==> src/rtl/jtag_dr_bank_if.sv <==
// jtag_dr_bank_if: signals between the TAP controller and the shared DR bank.
//   master: TAP side, drives SEL/CAPTURE_DR/SHIFT_DR/UPDATE_DR/CAPTURE_SEL/STATUS_IN/TDI
//   slave : DR bank, drives TDO/SHADOW/UPDATE_STROBE/LENGTH_ERR
interface jtag_dr_bank_if #(
    parameter int DATA_WIDTH = 16,
    parameter int NUM_REGS = 4
);
    localparam int SEL_WIDTH = (NUM_REGS > 1) ? $clog2(NUM_REGS) : 1;
    logic [SEL_WIDTH-1:0] SEL;
    logic CAPTURE_DR;
    logic SHIFT_DR;
    logic UPDATE_DR;
    logic CAPTURE_SEL;
    logic [DATA_WIDTH-1:0] STATUS_IN;
    logic TDI;
    logic TDO;
    logic [NUM_REGS*DATA_WIDTH-1:0] SHADOW;
    logic [NUM_REGS-1:0] UPDATE_STROBE;
    logic LENGTH_ERR;
    modport master (
        output SEL, CAPTURE_DR, SHIFT_DR, UPDATE_DR, CAPTURE_SEL, STATUS_IN, TDI,
        input TDO, SHADOW, UPDATE_STROBE, LENGTH_ERR
    );
    modport slave (
        input SEL, CAPTURE_DR, SHIFT_DR, UPDATE_DR, CAPTURE_SEL, STATUS_IN, TDI,
        output TDO, SHADOW, UPDATE_STROBE, LENGTH_ERR
    );
endinterface

==> src/rtl/jtag_dr_bank.sv <==
// jtag_dr_bank: NUM_REGS JTAG data registers sharing one LSB-first shift register.
//   CLOCK_DR : TCK, rising edge
//   RESET    : synchronous, active-high
//   bus      : slave side of jtag_dr_bank_if (capture/shift/update control, TDI/TDO,
//              shadow outputs, per-register update strobe, sticky length error)
module jtag_dr_bank #(
    parameter int DATA_WIDTH = 16,
    parameter int NUM_REGS = 4,
    parameter bit CHECK_LENGTH = 1,
    parameter logic [DATA_WIDTH-1:0] RESET_VALUE = '0
) (
    input logic CLOCK_DR,
    input logic RESET,
    jtag_dr_bank_if.slave bus
);
    localparam int SEL_WIDTH = (NUM_REGS > 1) ? $clog2(NUM_REGS) : 1;
    localparam int CNT_WIDTH = $clog2(DATA_WIDTH + 2);
    logic [DATA_WIDTH-1:0] shift_reg;
    logic [DATA_WIDTH-1:0] readback;
    logic [DATA_WIDTH-1:0] shadow [NUM_REGS];
    logic [SEL_WIDTH-1:0] sel_q;
    logic [CNT_WIDTH-1:0] bit_cnt;
    logic [NUM_REGS-1:0] strobe;
    logic upd_d;
    logic length_err;
    logic fire;
    logic sel_ok;
    logic len_ok;
    // update acts once per rising edge of the UPDATE_DR level
    assign fire = bus.UPDATE_DR && !upd_d;
    assign sel_ok = int'(sel_q) < NUM_REGS;
    assign len_ok = !CHECK_LENGTH || bit_cnt == CNT_WIDTH'(DATA_WIDTH);
    assign bus.TDO = shift_reg[0];
    assign bus.UPDATE_STROBE = strobe;
    assign bus.LENGTH_ERR = length_err;
    // unselectable SEL values read back as zero
    always_comb begin
        readback = '0;
        for (int i = 0; i < NUM_REGS; i++)
            readback = (bus.SEL == SEL_WIDTH'(i)) ? shadow[i] : readback;
    end
    always_comb begin
        bus.SHADOW = '0;
        for (int i = 0; i < NUM_REGS; i++)
            bus.SHADOW[i*DATA_WIDTH +: DATA_WIDTH] = shadow[i];
    end
    // update reads pre-edge shift_reg/bit_cnt/sel_q, so a coincident capture or shift is harmless
    always_ff @(posedge CLOCK_DR) begin
        if (RESET) begin
            shift_reg <= '0;
            sel_q <= '0;
            bit_cnt <= '0;
            upd_d <= 1'b0;
            strobe <= '0;
            length_err <= 1'b0;
            for (int i = 0; i < NUM_REGS; i++)
                shadow[i] <= RESET_VALUE;
        end else begin
            upd_d <= bus.UPDATE_DR;
            strobe <= '0;
            if (fire && sel_ok)
                length_err <= !len_ok;
            for (int i = 0; i < NUM_REGS; i++)
                if (fire && len_ok && sel_q == SEL_WIDTH'(i)) begin
                    shadow[i] <= shift_reg;
                    strobe[i] <= 1'b1;
                end
            if (bus.CAPTURE_DR) begin
                sel_q <= bus.SEL;
                bit_cnt <= '0;
                shift_reg <= bus.CAPTURE_SEL ? bus.STATUS_IN : readback;
            end else if (bus.SHIFT_DR) begin
                shift_reg <= {bus.TDI, shift_reg[DATA_WIDTH-1:1]};
                bit_cnt <= (bit_cnt == CNT_WIDTH'(DATA_WIDTH + 1)) ? bit_cnt : bit_cnt + 1'b1;
            end
        end
    end
endmodule

==> src/flat_wrapper.sv <==
// flat-port wrapper written by rule: the top's interface ports become plain ports
module jtag_dr_bank_flat 
#(
    parameter int DATA_WIDTH = 16,
    parameter int NUM_REGS = 4,
    parameter bit CHECK_LENGTH = 1,
    parameter logic [DATA_WIDTH-1:0] RESET_VALUE = '0
)
  (CLOCK_DR, RESET, bus_SEL, bus_CAPTURE_DR, bus_SHIFT_DR, bus_UPDATE_DR, bus_CAPTURE_SEL, bus_STATUS_IN, bus_TDI, bus_TDO, bus_SHADOW, bus_UPDATE_STROBE, bus_LENGTH_ERR);
  jtag_dr_bank_if #(.DATA_WIDTH(DATA_WIDTH), .NUM_REGS(NUM_REGS)) bus_i ();
  input logic CLOCK_DR;
  input logic RESET;
  input wire logic [$bits(bus_i.SEL)-1:0] bus_SEL;
  input wire logic [$bits(bus_i.CAPTURE_DR)-1:0] bus_CAPTURE_DR;
  input wire logic [$bits(bus_i.SHIFT_DR)-1:0] bus_SHIFT_DR;
  input wire logic [$bits(bus_i.UPDATE_DR)-1:0] bus_UPDATE_DR;
  input wire logic [$bits(bus_i.CAPTURE_SEL)-1:0] bus_CAPTURE_SEL;
  input wire logic [$bits(bus_i.STATUS_IN)-1:0] bus_STATUS_IN;
  input wire logic [$bits(bus_i.TDI)-1:0] bus_TDI;
  output wire logic [$bits(bus_i.TDO)-1:0] bus_TDO;
  output wire logic [$bits(bus_i.SHADOW)-1:0] bus_SHADOW;
  output wire logic [$bits(bus_i.UPDATE_STROBE)-1:0] bus_UPDATE_STROBE;
  output wire logic [$bits(bus_i.LENGTH_ERR)-1:0] bus_LENGTH_ERR;
  assign bus_i.SEL = bus_SEL;
  assign bus_i.CAPTURE_DR = bus_CAPTURE_DR;
  assign bus_i.SHIFT_DR = bus_SHIFT_DR;
  assign bus_i.UPDATE_DR = bus_UPDATE_DR;
  assign bus_i.CAPTURE_SEL = bus_CAPTURE_SEL;
  assign bus_i.STATUS_IN = bus_STATUS_IN;
  assign bus_i.TDI = bus_TDI;
  assign bus_TDO = bus_i.TDO;
  assign bus_SHADOW = bus_i.SHADOW;
  assign bus_UPDATE_STROBE = bus_i.UPDATE_STROBE;
  assign bus_LENGTH_ERR = bus_i.LENGTH_ERR;
  jtag_dr_bank #(.DATA_WIDTH(DATA_WIDTH), .NUM_REGS(NUM_REGS), .CHECK_LENGTH(CHECK_LENGTH), .RESET_VALUE(RESET_VALUE)) u_core (.CLOCK_DR(CLOCK_DR), .RESET(RESET), .bus(bus_i));
endmodule
==> config.mk <==
export PLATFORM = sky130hd
export DESIGN_NAME = jtag_dr_bank_flat
export DESIGN_NICKNAME = d
export VERILOG_FILES = /design/src/rtl/jtag_dr_bank_if.sv /design/src/rtl/jtag_dr_bank.sv /design/src/flat_wrapper.sv
export SDC_FILE = /design/constraint.sdc
export NUM_CORES = 1
export LEC_CHECK = 0
export CAP_MARGIN = 20
export CORE_MARGIN = 5
export CORE_UTILIZATION = 51
export CTS_CLUSTER_SIZE = 20
export DETAILED_ROUTE_END_ITERATION = 10
export HOLD_SLACK_MARGIN = 0.03
export PLACE_DENSITY_LB_ADDON = 0.2
export SLEW_MARGIN = 20
export SYNTH_ARGS = -nofsm -noshare
export SYNTH_HDL_FRONTEND = slang
export SYNTH_SLANG_ARGS = --single-unit
==> constraint.sdc <==
create_clock -name CLOCK_DR -period 3.4 [get_ports CLOCK_DR]
set_input_delay 0.51 -clock CLOCK_DR [delete_from_list [all_inputs] [get_ports CLOCK_DR]]
set_output_delay 0.51 -clock CLOCK_DR [all_outputs]
set_load 0.01 [all_outputs]
==> flow_summary_export.csv <==
group,metric,value,unit
sta,post-route-period-util,0.749,
yosys,synthDistinctLibCells,33,
sta,finalClockSkew,0.00685,ns
clock_tree,cts.path.max_buffers,2,
sta,slew_headroom,0.394,
sta,min_period,2.55,ns
worst_setup_path,worstPathRequired,3.45,ns
route,vias_per_cell,5.63,
worst_setup_path,critical_path_class,"reg2reg",
route,drt_iter0_drc,185,
worst_setup_path,worstSetupStartpointType,"flop",
yosys,yosysTopAreaCell,"edfxtp_1",
yosys,syn-instance-count,345,
route,num_vias,3080,
global_routing,grt_pass1_vias,3158,
clock_tree,htree_levels,3,
global_routing,grt_overflow,0,
worst_setup_path,crit_path_end_kind,"flop",
floorplan,core,0.00826,mm^2
floorplan,fp-row-count,33,
sta,report.final.slew_viol_count,0,
sta,hold_ws,0.526,ns
clock_tree,path_clk_slew,0.08,ns
yosys,synth_edf_count,64,
sta,setup_violations,0,
floorplan,die_y,102,um
min_path,worstHoldStart,"u_core.bus.LENGTH_ERR",
route,drcViolationCount,0,
finish,drive_gt1_frac,0.158,
sta,fmaxAchievable,0.393,GHz
yosys,synth_top_area_frac,0.441,
yosys,async_reset_ff_frac,0,
floorplan,die_area,0.0105,mm^2
finish,fillers,627,
floorplan,initial_utilization,0.528,
global_routing,antenna_found_initial,0,
placement,place.gp.congestion,0.780,
run_status,status,"complete, no violations",
route,drt_first_pass_iters,4,
clock_tree,holdBufCountCts,0,
yosys,syn_avg_cell_area,12.6,um^2
power_and_ir_drop,power_leakage,0.00214,uW
power_and_ir_drop,ir_drop,0.270,mV
power_and_ir_drop,power_density,405,mW/mm^2
clock_tree,post_cts_resized,0,
worst_setup_path,cp-startpoint,"u_core.bit_cnt[4]",
route,wire_per_inst,19.6,um
finish,area_delta_synth_final,28.4,%
clock_tree,clock_sinks,93,
global_routing,grt_first_pass_wirelength,16900,um
worst_setup_path,path_max_fanout,10,
floorplan,die_x,102,um
global_routing,grt_use_total,0.214,
yosys,syn_nets,373,
finish,largest_reg_flops,64,
min_path,hold_path.class,"reg2reg",
finish,nets,465,
sta,hold_violations,0,
yosys,synth_seq_cells,93,
finish,antennaDiodeCount,0,
global_routing,grt_max_degree,38,
yosys,synth_ff_type,"edfxtp_1",
yosys,synthTopCellsByArea,"edfxtp_1, dfxtp_1, and2_1",
yosys,synth_area,0.00436,mm^2
route,drt-total-wl,10700,um
sta,rsz0062_at_grt,"no",
worst_setup_path,rr_startpoint,"u_core.bit_cnt[4]",
clock_tree,post_cts_buffers,0,
route,ant_nets,0,
sta,tns,0,ns
sta,tightest_slew,0.902,ns
clock_tree,numCtsBuffers,9,
clock_tree,worstSkewPairLatency,0.35,ns
worst_setup_path,worstPathArrival,2.60,ns
yosys,yosysSeqAreaShare,0.574,
placement,port_buffers,94,
clock_tree,clk_root_buffer_cell,"clkbuf_8",
clock_tree,cts_tree,"built",
run,maxCapViolations,0,
placement,hpwl,7530,um
floorplan,pin_count,95,
yosys,yosysWarnings,0,
-- per-layer routing --
| layer | wire length (um) | share of wire | global-route usage | up-vias |
|---|---|---|---|---|
| li1 | - | - | - | 1445 |
| met1 | 4180 | 0.39 | 0.260 | 1531 |
| met2 | 5780 | 0.54 | 0.385 | 100 |
| met3 | 654 | 0.061 | 0.0498 | 4 |
| met4 | 82 | 0.0077 | 0.0484 | 0 |
| met5 | 0 | 0 | 0 | - |
-- through the flow --
stage	instance area [um^2]	std cells	util	setup WS [ns]	power [uW]
6_report	5600	547	0.678	0.853	2270
3_3_place_gp	5410	531	0.655	0.872	1580
3_5_place_dp	5410	531	0.655	0.826	1580
5_1_grt	5600	547	0.678	0.753	2370
2_1_floorplan	4360	345	-	0.298	1440
4_1_cts	5600	547	0.678	0.838	2290
-- Yosys cell counts, drive strengths merged, types with 2 or more instances --
cell,n
or2,2
inv,8
a21boi,2
o41ai,4
ha,3
nand4,3
nor4,4
nor2,20
dfxtp,29
clkbuf,14
o211ai,17
and2,64
o221a,16
mux2i,34
nor3,3
nand2b,2
buf,10
nand2,19
edfxtp,64
mux2,16
-- cell families (layout without fill, tap and decap cells) --
kind of cell / Yosys count / in the layout / synth area share
AOI/OAI and AO/OA: 42 / 42 / 0.0866
xor gates and xnor gates: 2 / 2 / 0.00402
adders and majority gates: 3 / 3 / 0.00861
buffers and inverters: 32 / 129 / 0.0373
DFF: 93 / 93 / 0.574
muxes: 50 / 50 / 0.119
and+or+nand+nor: 123 / 123 / 0.170
-- worst max-delay path, stage by stage, from the launching register on --
cell and delay [ns]:
dfxtp_1 0.40, or3b_1 0.62, o41ai_2 0.87, buf_4 0.34
-- layout make-up --
cell class / instances / area [um^2] / area share
well taps: 105 / 131 / 0.0235
flip-flops and latches: 93 / 2500 / 0.447
inverters: 8 / 30.0 / 0.00536
multi-input cells: 220 / 1730 / 0.308
clock buffers: 11 / 141 / 0.0252
repair buffers: 105 / 1020 / 0.182
clock inverters: 5 / 50.0 / 0.00894
-- report_power, final --
| group | leakage, uW | internal [uW] | switching, uW |
|---|---|---|---|
| clock network | 0.000103 | 355 | 357 |
| registers | 0.000899 | 1250 | 44.4 |
| logic | 0.00114 | 139 | 127 |
| total | 0.00214 | 1740 | 528 |
-- cells in the final DEF, fill, tap and decap left out, drive strengths merged, types with 2 or more instances in the layout --
master	instances
and2	64
or2	2
nor3	3
clkbuf	11
mux2i	34
inv	8
ha	3
nand2	19
dfxtp	29
o211ai	17
o41ai	4
nand2b	2
a21boi	2
clkdlybuf4s50	93
o221a	16
mux2	16
edfxtp	64
buf	12
nor2	20
nand4	3
nor4	4
clkinv	4
-- final timing paths --
| kind | endpoint | slack [ns] | cells past startpoint |
|---|---|---|---|
| worst min-delay path | u_core.bus.LENGTH_ERR | 0.53 | 2 |
| worst min register to register | u_core.bus.LENGTH_ERR | 0.53 | 2 |
| worst max-delay path | u_core.shadow[3][8] | 0.85 | 3 |
| worst max register to register | u_core.shadow[3][8] | 0.85 | 3 |
Power figures use the tool's default switching activity.
